--- src/rtl/fmc_i2c_init_sequencer.sv ---
// FMC424 bring-up sequencer: walks a fixed table of I2C register writes through the byte-level master.
// Optional retry on NACK/timeout is compiled in with FMC_I2C_SEQ_RETRY_EN.
module fmc_i2c_init_sequencer #(
    parameter int NUM_ENTRIES = 2,
    parameter logic [NUM_ENTRIES*23-1:0] INIT_TABLE = {23'h3E_02_01, 23'h3E_02_00},
    parameter int GAP_CYCLES = 1000,
    parameter int TIMEOUT_CYCLES = 200000,
    parameter int MAX_RETRIES = 3,
    localparam int IDX_W = $clog2(NUM_ENTRIES + 1)
) (
    input  logic             CLK,
    input  logic             rst,
    input  logic             start,
    output logic             busy,
    output logic             done,
    output logic             error,
    output logic [IDX_W-1:0] err_idx,
    output logic [1:0]       err_code,
    output logic             cmd_valid,
    input  logic             cmd_ready,
    output logic [6:0]       cmd_addr,
    output logic [7:0]       cmd_reg,
    output logic [7:0]       cmd_data,
    input  logic             resp_valid,
    input  logic             resp_nack
);

    localparam int ENTRY_W = 23;
    localparam int TMO_W   = $clog2(TIMEOUT_CYCLES + 1);
    localparam int GAP_W   = $clog2(GAP_CYCLES + 1);

    localparam logic [IDX_W-1:0] LAST_IDX = IDX_W'(NUM_ENTRIES - 1);
    localparam logic [TMO_W-1:0] TMO_LAST = TMO_W'(TIMEOUT_CYCLES - 1);
    localparam logic [TMO_W-1:0] TMO_MAX  = {TMO_W{1'b1}};
    localparam logic [GAP_W-1:0] GAP_LAST = GAP_W'(GAP_CYCLES - 1);

    localparam logic [1:0] CODE_NONE = 2'b00;
    localparam logic [1:0] CODE_NACK = 2'b01;
    localparam logic [1:0] CODE_TMO  = 2'b10;

    typedef enum logic [2:0] {
        S_IDLE,
        S_LOAD,
        S_ISSUE,
        S_WAIT_RESP,
        S_GAP,
        S_DONE,
        S_ERROR
    } state_t;

    state_t             state_q, state_d;
    logic [IDX_W-1:0]   idx_q, idx_d;
    logic [TMO_W-1:0]   tmo_cnt_q, tmo_cnt_d;
    logic [GAP_W-1:0]   gap_cnt_q, gap_cnt_d;
    logic [6:0]         cmd_addr_q, cmd_addr_d;
    logic [7:0]         cmd_reg_q, cmd_reg_d;
    logic [7:0]         cmd_data_q, cmd_data_d;
    logic [IDX_W-1:0]   err_idx_q, err_idx_d;
    logic [1:0]         err_code_q, err_code_d;
    logic [ENTRY_W-1:0] entry;
    logic               fail;
    logic [1:0]         fail_code;
`ifdef FMC_I2C_SEQ_RETRY_EN
    localparam int RTY_W = $clog2(MAX_RETRIES + 1);
    logic [RTY_W-1:0]   retry_cnt_q, retry_cnt_d;
`endif

    // Constant-index mux keeps the lookup width-clean for any table size.
    always_comb begin
        entry = '0;
        for (int i = 0; i < NUM_ENTRIES; i++) begin
            if (idx_q == IDX_W'(i)) entry = INIT_TABLE[i*ENTRY_W +: ENTRY_W];
        end
    end

    always_comb begin
        state_d    = state_q;
        idx_d      = idx_q;
        tmo_cnt_d  = tmo_cnt_q;
        gap_cnt_d  = gap_cnt_q;
        cmd_addr_d = cmd_addr_q;
        cmd_reg_d  = cmd_reg_q;
        cmd_data_d = cmd_data_q;
        err_idx_d  = err_idx_q;
        err_code_d = err_code_q;
        fail       = 1'b0;
        fail_code  = CODE_NONE;
`ifdef FMC_I2C_SEQ_RETRY_EN
        retry_cnt_d = retry_cnt_q;
`endif
        case (state_q)
            S_IDLE, S_DONE, S_ERROR: begin
                if (start) begin
                    state_d    = S_LOAD;
                    idx_d      = '0;
                    err_idx_d  = '0;
                    err_code_d = CODE_NONE;
`ifdef FMC_I2C_SEQ_RETRY_EN
                    retry_cnt_d = '0;
`endif
                end
            end
            S_LOAD: begin
                cmd_addr_d = entry[22:16];
                cmd_reg_d  = entry[15:8];
                cmd_data_d = entry[7:0];
                state_d    = S_ISSUE;
            end
            S_ISSUE: begin
                if (cmd_ready) begin
                    state_d   = S_WAIT_RESP;
                    tmo_cnt_d = '0;
                end
            end
            S_WAIT_RESP: begin
                if (tmo_cnt_q != TMO_MAX) tmo_cnt_d = tmo_cnt_q + 1'b1;
                // A response landing on the timeout cycle takes priority.
                if (resp_valid) begin
                    if (resp_nack) begin
                        fail      = 1'b1;
                        fail_code = CODE_NACK;
                    end else begin
`ifdef FMC_I2C_SEQ_RETRY_EN
                        retry_cnt_d = '0;
`endif
                        if (idx_q == LAST_IDX) begin
                            state_d = S_DONE;
                        end else begin
                            idx_d     = idx_q + 1'b1;
                            gap_cnt_d = '0;
                            state_d   = S_GAP;
                        end
                    end
                end else if (tmo_cnt_q == TMO_LAST) begin
                    fail      = 1'b1;
                    fail_code = CODE_TMO;
                end
                if (fail) begin
`ifdef FMC_I2C_SEQ_RETRY_EN
                    if (retry_cnt_q < RTY_W'(MAX_RETRIES)) begin
                        retry_cnt_d = retry_cnt_q + 1'b1;
                        gap_cnt_d   = '0;
                        state_d     = S_GAP;
                    end else begin
                        state_d    = S_ERROR;
                        err_idx_d  = idx_q;
                        err_code_d = fail_code;
                    end
`else
                    state_d    = S_ERROR;
                    err_idx_d  = idx_q;
                    err_code_d = fail_code;
`endif
                end
            end
            S_GAP: begin
                if (gap_cnt_q == GAP_LAST) state_d = S_LOAD;
                else gap_cnt_d = gap_cnt_q + 1'b1;
            end
            default: state_d = S_IDLE;
        endcase
    end

    always_ff @(posedge CLK) begin
        if (!rst) begin
            state_q    <= S_IDLE;
            idx_q      <= '0;
            tmo_cnt_q  <= '0;
            gap_cnt_q  <= '0;
            cmd_addr_q <= '0;
            cmd_reg_q  <= '0;
            cmd_data_q <= '0;
            err_idx_q  <= '0;
            err_code_q <= CODE_NONE;
`ifdef FMC_I2C_SEQ_RETRY_EN
            retry_cnt_q <= '0;
`endif
        end else begin
            state_q    <= state_d;
            idx_q      <= idx_d;
            tmo_cnt_q  <= tmo_cnt_d;
            gap_cnt_q  <= gap_cnt_d;
            cmd_addr_q <= cmd_addr_d;
            cmd_reg_q  <= cmd_reg_d;
            cmd_data_q <= cmd_data_d;
            err_idx_q  <= err_idx_d;
            err_code_q <= err_code_d;
`ifdef FMC_I2C_SEQ_RETRY_EN
            retry_cnt_q <= retry_cnt_d;
`endif
        end
    end

    assign busy      = (state_q == S_LOAD) || (state_q == S_ISSUE) ||
                       (state_q == S_WAIT_RESP) || (state_q == S_GAP);
    assign done      = (state_q == S_DONE);
    assign error     = (state_q == S_ERROR);
    assign cmd_valid = (state_q == S_ISSUE);
    assign cmd_addr  = cmd_addr_q;
    assign cmd_reg   = cmd_reg_q;
    assign cmd_data  = cmd_data_q;
    assign err_idx   = err_idx_q;
    assign err_code  = err_code_q;

endmodule
--- config.mk ---
export PLATFORM = sky130hd
export DESIGN_NAME = fmc_i2c_init_sequencer
export DESIGN_NICKNAME = d
export VERILOG_FILES = /design/src/rtl/fmc_i2c_init_sequencer.sv
export SDC_FILE = /design/constraint.sdc
export NUM_CORES = 1
export LEC_CHECK = 0
export CORE_MARGIN = 5
export CORE_UTILIZATION = 35
export DETAILED_ROUTE_END_ITERATION = 16
export MAX_ROUTING_LAYER = met4
export SLEW_MARGIN = 20
export SYNTH_ARGS = -nofsm -noshare
export SYNTH_HDL_FRONTEND = slang
export SYNTH_SLANG_ARGS = --single-unit
export TNS_END_PERCENT = 50
--- constraint.sdc ---
create_clock -name CLK -period 2.8 [get_ports CLK]
set_input_delay 0.42 -clock CLK [delete_from_list [all_inputs] [get_ports CLK]]
set_output_delay 0.42 -clock CLK [all_outputs]
set_load 0.03 [all_outputs]
# Yosys cells after proc, flatten, opt, wreduce, memory -nomap -nowiden
# Cells that the tools add are included.
# W data, S select, Z words.
# word_totals
reg_bits,60
in_bits,6
out_inout_bits,31
word_cells,81
# op_classes
n_addsub,3
n_eq_ne,21
n_mux,34
n_reduce_logical,14
# ops
operator,count
$mux W10,4
$mux W18,2
$pmux W18 S2,1
$mux W23,1
$mux W22,1
$pmux W10 S2,1
$add A18 B1 Y18 const B,1
$eq A18 B18 Y1 const B,1
$mux W3,6
$ne A18 B18 Y1 const B,1
$mux W2,8
$ne A2 B2 Y1 const B,8
$pmux W3 S5,1
$reduce_and A5 Y1,3
$pmux W2 S2,3
$add A10 B1 Y10 const B,1
$eq A10 B10 Y1 const B,1
$eq A3 B3 Y1 const B,3
$eq A3 B2 Y1 const B,2
$mux W1,6
$ne A3 B3 Y1 const B,2
$reduce_and A3 Y1,2
$reduce_bool A2 Y1,3
$eq A3 B1 Y1 const B,1
7 further kinds,9

# Depth between registers and ports, before layout
# Gate-level depths: netlist of run 1.
# logic_depth
ltp_word,6
depth_mapped,7
depth_no_buf,6

# Worst setup path before layout of run 1
# No wires, ideal clock.
# synth_timing
path_kind,register to register
from,register state_q[1]
to,register tmo_cnt_q[10]
setup_time_ps,117
arrival_ps,1974
t_required_ps,2683
setup_slack_ps,709
path_stages_with_launch,7
n_path_buf,2
synth_period_minus_slack_ps,2091
path_cell_list,dfxtp_1 -> buf_4 -> nor3b_1 -> nand2_1 -> nand2_1 -> buf_2 -> nor2_1
# synth_via
elab_chain_len,3
word_cells_on_any_way,7
classes_between,eq/ne: 4; mux: 1; reduce/logical: 2
# synth_lines
item,line_no,rtl
"start, declared",51,"state_t state_q, state_d;"
"start signal, assigned",179,state_q <= state_d;
$eq A3 B2 Y1 (*),-,
via cmd_valid,19,"output logic cmd_valid,"
$ne A2 B1 Y1 (no source line) or $reduce_bool A2 Y1 (tied branches),-,
$reduce_and A3 Y1 (no source line),-,
"end signal, assigned",181,tmo_cnt_q <= tmo_cnt_d;
"end, declared",53,"logic [TMO_W-1:0] tmo_cnt_q, tmo_cnt_d;"
# Mark *: on every way through the listed nets, which the timed path passes. The rest lies on a longest branch.
# A chain may end at the register's enable or synchronous reset.

# Worst setup path in the final report of run 1
# layout_timing
from,register state_q[2]
to,output done
# layout_via
elab_chain_len,1
# layout_lines
item,line_no,rtl
$eq A3 B3 Y1,196,assign done = (state_q == S_DONE);
"end, declared",15,"output logic done,"
# No other way between the ends.

==> results of run 1 <==
[worst max-delay path by stage]
stage	to	slack [ns]	from
3_5_place_dp	gap_cnt_q[6]	0.60	resp_valid
2_1_floorplan	tmo_cnt_q[10]	0.71	state_q[1]
6_report	done	0.29	state_q[2]
5_1_grt	done	0.16	state_q[2]
3_3_place_gp	gap_cnt_q[6]	0.61	resp_valid
4_1_cts	done	0.28	state_q[2]
[sequential cells by signal, summed over array words and instances, names as in the netlist]
signal,count
cmd_data,1
err_idx,2
cmd_addr,1
tmo_cnt_q,18
idx_q,2
err_code,2
gap_cnt_q,10
state_q,3
[cell usage in the layout, fill, tap and decap left out, types with 2 or more instances in the layout]
master and n:
sky130_fd_sc_hd__xor2_1 3, sky130_fd_sc_hd__nand2_1 24, sky130_fd_sc_hd__clkbuf_8 7, sky130_fd_sc_hd__buf_4 4, sky130_fd_sc_hd__conb_1 16, sky130_fd_sc_hd__inv_1 11
sky130_fd_sc_hd__and3_1 2, sky130_fd_sc_hd__nor3b_1 2, sky130_fd_sc_hd__o31ai_2 2, sky130_fd_sc_hd__nand4_1 10, sky130_fd_sc_hd__o211ai_1 2, sky130_fd_sc_hd__clkdlybuf4s50_1 20
sky130_fd_sc_hd__dfxtp_1 39, sky130_fd_sc_hd__a22oi_1 2, sky130_fd_sc_hd__or4b_1 2, sky130_fd_sc_hd__xnor2_1 24, sky130_fd_sc_hd__nand4b_1 3, sky130_fd_sc_hd__nor3_1 2
sky130_fd_sc_hd__nand2b_1 4, sky130_fd_sc_hd__a21oi_1 16, sky130_fd_sc_hd__and4_1 2, sky130_fd_sc_hd__o21ai_0 4, sky130_fd_sc_hd__nor4b_1 2, sky130_fd_sc_hd__nor2_1 37
sky130_fd_sc_hd__nor4_1 2, sky130_fd_sc_hd__ha_1 4, sky130_fd_sc_hd__a2111oi_0 3, sky130_fd_sc_hd__nand3_1 11, sky130_fd_sc_hd__a211oi_1 5
[power by group through the flow]
stage          Clock [mW]  Sequential (mW)  Combinational [mW]
4_1_cts             0.446            0.583               0.194
3_5_place_dp            0            0.597               0.193
6_report            0.428            0.584               0.192
5_1_grt             0.470            0.587               0.206
2_1_floorplan           0            0.590               0.169
3_3_place_gp            0            0.596               0.194
[layer usage]
layer | track usage, % | vias to the layer above | wire, um
li1 | - | 957 | -
met1 | 14.95 | 846 | 2180
met2 | 17.91 | 51 | 2156
met3 | 2.562 | 5 | 267
met4 | 4.768 | 0 | 78
met5 | - | - | 0
[cell families after synthesis]
logic type / count (synthesis)
other cells: 1
xor+xnor: 27
flops: 39
fa+ha+maj: 4
mux: 1
buf+inv: 44
compound gates: 44
simple gates: 116
[through the flow]
step	area, sq um	hold slack (ns)	cells	setup slack (ns)	total power [mW]
floorplan	2374	0.4611	291	0.7085	0.7595
global placement	2479	0.4669	360	0.6080	0.7903
detailed placement	2479	0.4692	360	0.6004	0.7897
CTS	2582	0.4823	368	0.2794	1.223
global route	2582	0.5133	368	0.1559	1.262
finish	2582	0.4795	368	0.2921	1.203
[cell type report]
cell class / instances / area (sq um)
well taps: 77 / 96.34
inverters: 12 / 45.04
fillers: 643 / 3804
repair buffers: 24 / 230.2
flip-flops and latches: 39 / 780.7
multi-input cells: 208 / 1326
clock inverters: 1 / 7.507
clock buffers: 7 / 96.34
[worst max-delay path, cell delays in order (launching register included)]
cell,delay [ns]
sky130_fd_sc_hd__dfxtp_1,0.61
sky130_fd_sc_hd__nor2b_1,0.34
sky130_fd_sc_hd__and2_1,0.17
sky130_fd_sc_hd__clkdlybuf4s50_1,0.66
==> impl_metrics.xml, run 1 <==
<?xml version="1.0" encoding="UTF-8"?>
<metrics>
  <group name="sta">
    <metric name="grt_setup_unrepaired" unit="">false</metric>
    <metric name="finalMaxSlewViolations" unit="">0</metric>
    <metric name="final_hold_viol_count" unit="">0</metric>
    <metric name="min_clock_period_post_route" unit="ns">2.508</metric>
    <metric name="timing.clock.skew" unit="ns">0.01169</metric>
    <metric name="worst_slew_margin_relative_to_its_limit" unit="%">42.04</metric>
    <metric name="fin_tns_setup" unit="ns">0</metric>
    <metric name="setup_viol" unit="">0</metric>
    <metric name="max_freq" unit="GHz">0.3987</metric>
    <metric name="timing_worst_slew_pin_value" unit="ns">0.8642</metric>
    <metric name="period_share" unit="%">89.57</metric>
  </group>
  <group name="clock_network">
    <metric name="cts-resized-gates" unit="">0</metric>
    <metric name="clk_root_buffer_cell" unit="">sky130_fd_sc_hd__clkbuf_8</metric>
    <metric name="holdBufCountCts" unit="">0</metric>
    <metric name="clock-sinks" unit="">39</metric>
    <metric name="cts_made_buffers" unit="">5</metric>
    <metric name="clock_tree_from_tritoncts" unit="">yes</metric>
    <metric name="postCtsSetupBuffers" unit="">0</metric>
    <metric name="worst_setup_hold_path_clk_slew" unit="ns">0.08</metric>
    <metric name="h-tree-depth" unit="">2</metric>
    <metric name="clkLatencyLatePin" unit="ns">0.30</metric>
    <metric name="cts_max_path_buffers" unit="">2</metric>
  </group>
  <group name="routing">
    <metric name="detail_route.iter0.violations" unit="">81</metric>
    <metric name="drc" unit="">0</metric>
    <metric name="drt-total-wl" unit="um">4682</metric>
    <metric name="route.vias.total" unit="">1859</metric>
    <metric name="wire_per_inst" unit="um">12.72</metric>
    <metric name="route.detailed.vias_per_inst" unit="">5.052</metric>
    <metric name="ant_nets" unit="">0</metric>
    <metric name="drt_pass1_iterations" unit="">5</metric>
  </group>
  <group name="worst_hold_path">
    <metric name="timing.hold.worst_path_depth" unit="">2</metric>
    <metric name="min-delay-start" unit="">err_idx[1]</metric>
    <metric name="holdCritPathClass" unit="">flop to flop</metric>
    <metric name="min_to" unit="">err_idx[1]</metric>
  </group>
  <group name="yosys">
    <metric name="ys_warn_count" unit="">0</metric>
    <metric name="synthTopCellsByArea" unit="">sky130_fd_sc_hd__dfxtp_1 (34%), sky130_fd_sc_hd__xnor2_1 (9.1%), sky130_fd_sc_hd__buf_4 (8.4%), sky130_fd_sc_hd__nor2_1 (6.0%), sky130_fd_sc_hd__nand2_1 (3.9%)</metric>
    <metric name="combinational_family_with_the_most_area_after_synthesis" unit="">simple AND/OR/NAND/NOR gates</metric>
    <metric name="post_synth_and_or_nand_nor_area_fraction" unit="%">28.08</metric>
    <metric name="ys_seq_area_share" unit="%">33.69</metric>
    <metric name="synth_xor_xnor_area_share" unit="%">10.21</metric>
    <metric name="yosys.cell_count.top_type" unit="">sky130_fd_sc_hd__dfxtp_1</metric>
    <metric name="ys_top_cells_by_count" unit="">sky130_fd_sc_hd__dfxtp_1 (39), sky130_fd_sc_hd__nor2_1 (37), sky130_fd_sc_hd__buf_4 (26), sky130_fd_sc_hd__nand2_1 (24), sky130_fd_sc_hd__xnor2_1 (24)</metric>
    <metric name="avgSynthCellArea" unit="sq um">8.396</metric>
    <metric name="ys_async_sr_fraction" unit="%">0</metric>
    <metric name="synth_top_area_cell" unit="">sky130_fd_sc_hd__dfxtp_1</metric>
    <metric name="number_of_enable_type_register_cells_in_the_synthesized_netlist" unit="">0</metric>
    <metric name="yosys.area_share.adder" unit="%">2.160</metric>
    <metric name="syn-instance-count" unit="">276</metric>
    <metric name="yosys.area.top_type_share" unit="%">33.69</metric>
    <metric name="ys_seq_elements" unit="">39</metric>
    <metric name="synth_compound_gate_area_share" unit="%">13.77</metric>
    <metric name="synthMuxAreaShare" unit="%">0.4320</metric>
    <metric name="synth_ff_type" unit="">sky130_fd_sc_hd__dfxtp_1</metric>
    <metric name="post_synth_instance_area" unit="sq um">2317</metric>
    <metric name="distinct_cells_synth" unit="">55</metric>
  </group>
  <group name="critical_path">
    <metric name="worstPathRequired" unit="ns">2.38</metric>
    <metric name="reg2reg_slack" unit="ns">0.69</metric>
    <metric name="worstSetupEndpointType" unit="">primary output</metric>
    <metric name="critPathArrivalTime" unit="ns">2.09</metric>
    <metric name="reg2reg_depth" unit="">5</metric>
    <metric name="timing.setup.critical_path_class" unit="">flop to primary output</metric>
    <metric name="critical_register_to_register_path_endpoint" unit="">state_q[0]</metric>
    <metric name="crit-reg2reg-launch" unit="">gap_cnt_q[0]</metric>
    <metric name="setup.worst_path.start_class" unit="">flop</metric>
    <metric name="critical_path.max_fanout" unit="">16</metric>
  </group>
  <group name="die">
    <metric name="height_of_the_die" unit="um">91.37</metric>
    <metric name="core.rowCount" unit="">29</metric>
    <metric name="die_area" unit="sq um">8348</metric>
    <metric name="floorplan.io_pins" unit="">37</metric>
    <metric name="start_util" unit="%">36.29</metric>
    <metric name="die_width" unit="um">91.37</metric>
    <metric name="core-area" unit="sq um">6386</metric>
  </group>
  <group name="power">
    <metric name="p_int" unit="mW">0.8530</metric>
    <metric name="p_per_area" unit="nW/um^2">466.0</metric>
    <metric name="net_sw_share" unit="%">29.12</metric>
    <metric name="reported_leakage_power" unit="nW">0.8549</metric>
    <metric name="peakVddDrop" unit="uV">325.6</metric>
    <metric name="comb_power_share" unit="%">16.0</metric>
    <metric name="power.clock.fraction" unit="%">35.5</metric>
    <metric name="power.share.sequential" unit="%">48.5</metric>
    <metric name="power.switching" unit="mW">0.3505</metric>
  </group>
  <group name="global_route">
    <metric name="grt_remaining_overflow" unit="">0</metric>
    <metric name="first_global_vias" unit="">1717</metric>
    <metric name="antenna_found_initial" unit="">0</metric>
    <metric name="first_pass_grt_wire_length" unit="um">7955</metric>
    <metric name="maximum_number_of_pins_on_one_net_before_global_route_repair" unit="">18</metric>
    <metric name="global_route.usage.total" unit="%">11.72</metric>
  </group>
  <group name="layout">
    <metric name="final_core_util" unit="%">40.44</metric>
    <metric name="layout-drive-gt1-share" unit="%">7.560</metric>
    <metric name="nets" unit="">300</metric>
    <metric name="total_inserted_antenna_cells" unit="">0</metric>
    <metric name="area.growth.synth_to_final" unit="%">11.45</metric>
  </group>
  <group name="job">
    <metric name="max_cap_viols" unit="">0</metric>
  </group>
  <group name="placement">
    <metric name="place_congestion" unit="">0.7969</metric>
    <metric name="numPortBuffers" unit="">20</metric>
    <metric name="place.detailed.hpwl" unit="um">3387</metric>
  </group>
  <group name="outcome">
    <metric name="status" unit="">completed</metric>
  </group>
</metrics>
No activity file was read; power rests on OpenSTA's default activity.
==> run 2, diff against run 1 <==
- CAP_MARGIN: unset -> 10
- MAX_ROUTING_LAYER: met4 -> unset
==> run 2 against run 1 <==
Sequential cell count unchanged. Clock skew down 0.00061 ns. Global-route usage down 0.32 points. Die area unchanged. Maximum frequency about the same. Sequential share of layout area unchanged. Cell count unchanged. Clock power about the same. Largest cell class unchanged. Highest routed layer unchanged.
==> impl_metrics.xml, run 2 (synthesized netlist as in run 1, its figures left out) <==
<?xml version="1.0" encoding="UTF-8"?>
<metrics>
  <group name="clock_network">
    <metric name="cts_made_buffers" unit="">5</metric>
    <metric name="h-tree-depth" unit="">2</metric>
    <metric name="cts-resized-gates" unit="">0</metric>
    <metric name="clock_tree_from_tritoncts" unit="">yes</metric>
    <metric name="postCtsSetupBuffers" unit="">0</metric>
    <metric name="clock-sinks" unit="">39</metric>
    <metric name="cts_max_path_buffers" unit="">2</metric>
    <metric name="worst_setup_hold_path_clk_slew" unit="ns">0.08</metric>
    <metric name="holdBufCountCts" unit="">0</metric>
    <metric name="clk_root_buffer_cell" unit="">sky130_fd_sc_hd__clkbuf_8</metric>
    <metric name="clkLatencyLatePin" unit="ns">0.30</metric>
  </group>
  <group name="sta">
    <metric name="max_freq" unit="GHz">0.3990</metric>
    <metric name="min_clock_period_post_route" unit="ns">2.506</metric>
    <metric name="timing_worst_slew_pin_value" unit="ns">0.8626</metric>
    <metric name="final_hold_viol_count" unit="">0</metric>
    <metric name="final.hold.worst_slack" unit="ns">0.4798</metric>
    <metric name="grt_setup_unrepaired" unit="">false</metric>
    <metric name="setup_viol" unit="">0</metric>
    <metric name="period_share" unit="%">89.52</metric>
    <metric name="worst_slew_margin_relative_to_its_limit" unit="%">42.15</metric>
    <metric name="finalMaxSlewViolations" unit="">0</metric>
    <metric name="fin_tns_setup" unit="ns">0</metric>
    <metric name="timing.clock.skew" unit="ns">0.01108</metric>
  </group>
  <group name="routing">
    <metric name="route.vias.total" unit="">1879</metric>
    <metric name="drt-total-wl" unit="um">4710</metric>
    <metric name="wire_per_inst" unit="um">12.80</metric>
    <metric name="drt_pass1_iterations" unit="">6</metric>
    <metric name="detail_route.iter0.violations" unit="">81</metric>
    <metric name="ant_nets" unit="">0</metric>
    <metric name="drc" unit="">0</metric>
    <metric name="route.detailed.vias_per_inst" unit="">5.106</metric>
  </group>
  <group name="die">
    <metric name="height_of_the_die" unit="um">91.37</metric>
    <metric name="core.rowCount" unit="">29</metric>
    <metric name="core-area" unit="sq um">6386</metric>
    <metric name="start_util" unit="%">36.29</metric>
    <metric name="die_area" unit="sq um">8348</metric>
    <metric name="die_width" unit="um">91.37</metric>
    <metric name="floorplan.io_pins" unit="">37</metric>
  </group>
  <group name="layout">
    <metric name="top_regs" unit="">tmo_cnt_q (18), gap_cnt_q (10), state_q (3)</metric>
    <metric name="largest_reg_flops" unit="">18</metric>
    <metric name="finish.instance_area" unit="sq um">2582</metric>
    <metric name="leading_cell_type_in_the_layout_fill_and_taps_excluded" unit="">sky130_fd_sc_hd__dfxtp_1</metric>
    <metric name="nets" unit="">300</metric>
    <metric name="layout-drive-gt1-share" unit="%">7.560</metric>
    <metric name="total_inserted_antenna_cells" unit="">0</metric>
    <metric name="regMostFlops" unit="">tmo_cnt_q</metric>
    <metric name="post_layout_nonfiller_instances" unit="">368</metric>
    <metric name="mostFrequentLayoutCells" unit="">sky130_fd_sc_hd__dfxtp_1 (39), sky130_fd_sc_hd__nor2_1 (37), sky130_fd_sc_hd__xnor2_1 (24), sky130_fd_sc_hd__nand2_1 (24), sky130_fd_sc_hd__clkdlybuf4s50_1 (20)</metric>
    <metric name="final_core_util" unit="%">40.44</metric>
    <metric name="area.growth.synth_to_final" unit="%">11.45</metric>
  </group>
  <group name="critical_path">
    <metric name="timing.setup.critical_path_class" unit="">flop to primary output</metric>
    <metric name="critical_path.n_buffers_inverters" unit="">1</metric>
    <metric name="cpMaxStageDelayCell" unit="">sky130_fd_sc_hd__clkdlybuf4s50_1</metric>
    <metric name="worst_path_largest_cell_delay" unit="ns">0.66</metric>
    <metric name="setup.worst_path.start_class" unit="">flop</metric>
    <metric name="critical_path.max_fanout" unit="">16</metric>
    <metric name="worst_path_dominant_cell_family" unit="">buffers and inverters</metric>
    <metric name="crit_chain" unit="">nor2b_1, and2_1, clkdlybuf4s50_1</metric>
    <metric name="worstSetupEndpointType" unit="">primary output</metric>
    <metric name="worstPathRequired" unit="ns">2.38</metric>
    <metric name="critPathArrivalTime" unit="ns">2.09</metric>
  </group>
  <group name="placement">
    <metric name="numPortBuffers" unit="">20</metric>
    <metric name="placedCellCount" unit="">360</metric>
    <metric name="place_area" unit="sq um">2479</metric>
    <metric name="place_congestion" unit="">0.7859</metric>
    <metric name="place.detailed.hpwl" unit="um">3387</metric>
  </group>
  <group name="global_route">
    <metric name="global_route.usage.total" unit="%">11.40</metric>
    <metric name="maximum_number_of_pins_on_one_net_before_global_route_repair" unit="">18</metric>
    <metric name="grt_remaining_overflow" unit="">0</metric>
    <metric name="first_global_vias" unit="">1714</metric>
    <metric name="antenna_found_initial" unit="">0</metric>
    <metric name="first_pass_grt_wire_length" unit="um">7962</metric>
  </group>
  <group name="power">
    <metric name="reported_leakage_power" unit="nW">0.8549</metric>
    <metric name="p_per_area" unit="nW/um^2">466.0</metric>
    <metric name="peakVddDrop" unit="uV">325.4</metric>
  </group>
  <group name="worst_hold_path">
    <metric name="holdCritPathClass" unit="">flop to flop</metric>
  </group>
  <group name="job">
    <metric name="max_cap_viols" unit="">0</metric>
  </group>
  <group name="outcome">
    <metric name="status" unit="">completed</metric>
  </group>
</metrics>
## run 2: cell counts in the layout (fill, tap and decap cells not counted)
Identical to the previous run, type by type.
## run 2: cell type report
type / count / area [sq um]
timing repair buffer: 24 / 230.2
clock inverter: 1 / 7.507
clock buffer: 7 / 96.34
inverter: 12 / 45.04
multi-input combinational: 208 / 1326
sequential: 39 / 780.7
fill: 643 / 3804
tap: 77 / 96.34
## run 2: power by group
group | switching, mW | internal (mW)
Combinational | 0.127 | 0.0661
Sequential | 0.0208 | 0.563
Clock | 0.203 | 0.224
Total | 0.351 | 0.853
## run 2: tightest hold or removal path, stage by stage, from the launching register on
cell and delay (ns):
sky130_fd_sc_hd__dfxtp_1 0.32, sky130_fd_sc_hd__nand2_1 0.05, sky130_fd_sc_hd__o22ai_1 0.06
## run 2: worst paths after layout
path,startpoint,to,slack (ns),cells past startpoint
worst max-delay path,state_q[2],done,0.29,3
worst min-delay path,err_idx[1],err_idx[1],0.48,2
worst max register to register,gap_cnt_q[0],state_q[0],0.68,5
worst min register to register,err_idx[1],err_idx[1],0.48,2
## run 2: stage by stage
step                power (mW)  setup slack, ns
floorplan               0.7595           0.7085
global placement        0.7903           0.6080
detailed placement      0.7897           0.6004
CTS                      1.223           0.2794
global route             1.263           0.1559
finish                   1.204           0.2935
## run 2: metal layers
| layer | GRT usage (%) | up-vias | share of wire (%) |
|---|---|---|---|
| met3 | 2.645 | 5 | 6.1 |
| met5 | 0 | - | 0 |
| met1 | 15.05 | 855 | 47 |
| met2 | 17.79 | 60 | 45 |
| li1 | - | 959 | - |
| met4 | 4.768 | 0 | 1.7 |
==> run 3, diff against run 2 <==
- CORE_UTILIZATION: 35 -> 55
- GPL_ROUTABILITY_DRIVEN: unset -> 0
- PLACE_DENSITY: unset -> 0.82
==> run 3 against run 2 <==
Global-route usage rose by 6.2 points. Clock power fell by 14%. Die area fell by 33%. Sequential cell count did not move. Sequential power barely moved. Highest routed layer unchanged. Final area fell by 2.7%. Clock skew rose by 0.0024 ns. Setup slack got worse by 0.064 ns. First-iteration DRC count rose by 85%.
==> impl_metrics.xml, run 3 (synthesized netlist as in run 1, its figures left out) <==
<?xml version="1.0" encoding="UTF-8"?>
<metrics>
  <group name="die">
    <metric name="core.rowCount" unit="">23</metric>
    <metric name="height_of_the_die" unit="um">74.91</metric>
    <metric name="start_util" unit="%">57.52</metric>
    <metric name="floorplan.io_pins" unit="">37</metric>
    <metric name="die_width" unit="um">74.91</metric>
    <metric name="die_area" unit="sq um">5612</metric>
    <metric name="core-area" unit="sq um">4029</metric>
  </group>
  <group name="routing">
    <metric name="detail_route.iter0.violations" unit="">150</metric>
    <metric name="route.detailed.vias_per_inst" unit="">5.463</metric>
    <metric name="drc" unit="">0</metric>
    <metric name="ant_nets" unit="">0</metric>
    <metric name="drt_pass1_iterations" unit="">5</metric>
    <metric name="drt-total-wl" unit="um">4680</metric>
    <metric name="wire_per_inst" unit="um">13.81</metric>
    <metric name="route.vias.total" unit="">1852</metric>
  </group>
  <group name="power">
    <metric name="reported_leakage_power" unit="nW">0.8413</metric>
    <metric name="fin_total_pwr" unit="mW">1.144</metric>
    <metric name="comb_power_share" unit="%">16.8</metric>
    <metric name="power.switching" unit="mW">0.3453</metric>
    <metric name="power.clock.fraction" unit="%">32.0</metric>
    <metric name="net_sw_share" unit="%">30.19</metric>
    <metric name="p_per_area" unit="nW/um^2">455.0</metric>
    <metric name="p_int" unit="mW">0.7984</metric>
    <metric name="power.share.sequential" unit="%">51.2</metric>
    <metric name="peakVddDrop" unit="uV">318.6</metric>
  </group>
  <group name="layout">
    <metric name="largest_reg_flops" unit="">18</metric>
    <metric name="mostFrequentLayoutCells" unit="">sky130_fd_sc_hd__dfxtp_1 (39), sky130_fd_sc_hd__nor2_1 (37), sky130_fd_sc_hd__xnor2_1 (24), sky130_fd_sc_hd__nand2_1 (24), sky130_fd_sc_hd__clkdlybuf4s50_1 (20)</metric>
    <metric name="total_inserted_antenna_cells" unit="">0</metric>
    <metric name="layout-drive-gt1-share" unit="%">6.920</metric>
    <metric name="regMostFlops" unit="">tmo_cnt_q</metric>
    <metric name="area.growth.synth_to_final" unit="%">8.477</metric>
    <metric name="leading_cell_type_in_the_layout_fill_and_taps_excluded" unit="">sky130_fd_sc_hd__dfxtp_1</metric>
    <metric name="finish.instance_area" unit="sq um">2514</metric>
    <metric name="nets" unit="">298</metric>
    <metric name="top_regs" unit="">tmo_cnt_q (18), gap_cnt_q (10), state_q (3)</metric>
  </group>
  <group name="sta">
    <metric name="final_hold_viol_count" unit="">0</metric>
    <metric name="fin_tns_setup" unit="ns">0</metric>
    <metric name="grt_setup_unrepaired" unit="">false</metric>
    <metric name="timing.clock.skew" unit="ns">0.01346</metric>
    <metric name="min_clock_period_post_route" unit="ns">2.570</metric>
    <metric name="max_freq" unit="GHz">0.3890</metric>
    <metric name="timing_worst_slew_pin_value" unit="ns">0.7853</metric>
    <metric name="worst_slew_margin_relative_to_its_limit" unit="%">47.33</metric>
    <metric name="setup_viol" unit="">0</metric>
    <metric name="setup_slack" unit="ns">0.2295</metric>
    <metric name="period_share" unit="%">91.80</metric>
    <metric name="finalMaxSlewViolations" unit="">0</metric>
  </group>
  <group name="critical_path">
    <metric name="critPathArrivalTime" unit="ns">2.15</metric>
    <metric name="timing.setup.critical_path_class" unit="">flop to primary output</metric>
    <metric name="critical_path.max_fanout" unit="">16</metric>
    <metric name="worst_path_largest_cell_delay" unit="ns">0.66</metric>
    <metric name="worstSetupEndpointType" unit="">primary output</metric>
    <metric name="crit_chain" unit="">nor2b_1, and2_1, clkdlybuf4s50_1</metric>
    <metric name="worstPathRequired" unit="ns">2.38</metric>
    <metric name="cpMaxStageDelayCell" unit="">sky130_fd_sc_hd__clkdlybuf4s50_1</metric>
    <metric name="setup.worst_path.start_class" unit="">flop</metric>
  </group>
  <group name="clock_network">
    <metric name="clock-sinks" unit="">39</metric>
    <metric name="cts-resized-gates" unit="">0</metric>
    <metric name="postCtsSetupBuffers" unit="">0</metric>
    <metric name="holdBufCountCts" unit="">0</metric>
    <metric name="clock_tree_from_tritoncts" unit="">yes</metric>
    <metric name="cts_max_path_buffers" unit="">2</metric>
    <metric name="h-tree-depth" unit="">2</metric>
    <metric name="worst_setup_hold_path_clk_slew" unit="ns">0.08</metric>
    <metric name="clk_root_buffer_cell" unit="">sky130_fd_sc_hd__clkbuf_8</metric>
    <metric name="cts_made_buffers" unit="">5</metric>
    <metric name="clkLatencyLatePin" unit="ns">0.30</metric>
  </group>
  <group name="job">
    <metric name="max_cap_viols" unit="">0</metric>
  </group>
  <group name="worst_hold_path">
    <metric name="holdCritPathClass" unit="">flop to flop</metric>
  </group>
  <group name="outcome">
    <metric name="status" unit="">completed</metric>
  </group>
  <group name="placement">
    <metric name="numPortBuffers" unit="">20</metric>
    <metric name="pre_cts_ws" unit="ns">0.5919</metric>
    <metric name="place.detailed.hpwl" unit="um">3295</metric>
    <metric name="place_area" unit="sq um">2430</metric>
  </group>
  <group name="global_route">
    <metric name="maximum_number_of_pins_on_one_net_before_global_route_repair" unit="">18</metric>
    <metric name="global_route.usage.total" unit="%">17.55</metric>
    <metric name="first_global_vias" unit="">1630</metric>
    <metric name="first_pass_grt_wire_length" unit="um">7590</metric>
    <metric name="antenna_found_initial" unit="">0</metric>
    <metric name="grt_remaining_overflow" unit="">0</metric>
  </group>
</metrics>
[run 3: cell count changes in the layout (fill, tap and decap cells not counted)]
cell	before	now
sky130_fd_sc_hd__clkbuf_8	7	5
sky130_fd_sc_hd__clkinvlp_4	1	0
sky130_fd_sc_hd__clkinv_2	0	3
sky130_fd_sc_hd__buf_4	4	2
[run 3: layout make-up]
class	count	area (sq um)
inverters	12	45.04
clock inverters	3	15.01
fillers	356	1515
clock buffers	5	68.82
flip-flops and latches	39	780.7
multi-input cells	208	1326
repair buffers	22	215.2
well taps	50	62.56
[run 3: path summary, 6_finish.rpt]
kind | from | cells after the start | endpoint | slack (ns)
max | state_q[2] | 3 | done | 0.23
min | err_idx[0] | 2 | err_idx[0] | 0.48
max reg2reg | gap_cnt_q[0] | 6 | state_q[1] | 0.69
min reg2reg | err_idx[0] | 2 | err_idx[0] | 0.48
[run 3: power by group through the flow]
stage | Clock, mW | Combinational, mW | Sequential, mW
finish | 0.366 | 0.192 | 0.585
global route | 0.407 | 0.206 | 0.588
CTS | 0.379 | 0.193 | 0.585
detailed placement | 0 | 0.191 | 0.598
global placement | 0 | 0.190 | 0.596
floorplan | 0 | 0.169 | 0.590
[run 3: stage by stage]
step | instances | utilization [%] | hold slack [ns]
after floorplan | 291 | - | 0.4611
after global placement | 331 | 60.31 | 0.4635
after detailed placement | 331 | 60.31 | 0.4684
after CTS | 339 | 62.39 | 0.4835
after global routing | 339 | 62.39 | 0.5100
final | 339 | 62.39 | 0.4774
[run 3: worst max-delay path: cells and delay by family (launching register included)]
family | cells | cell delay (ns)
buffers and inverters | 1 | 0.66
DFF | 1 | 0.64
and+or+nand+nor | 2 | 0.55
[run 3: per-layer routing]
layer | vias to the layer above | global-route usage, % | wire [um]
met4 | 0 | 6.324 | 47
met1 | 855 | 22.19 | 2163
met5 | - | 0 | 0
met3 | 4 | 4.940 | 227
li1 | 951 | - | -
met2 | 42 | 28.53 | 2241
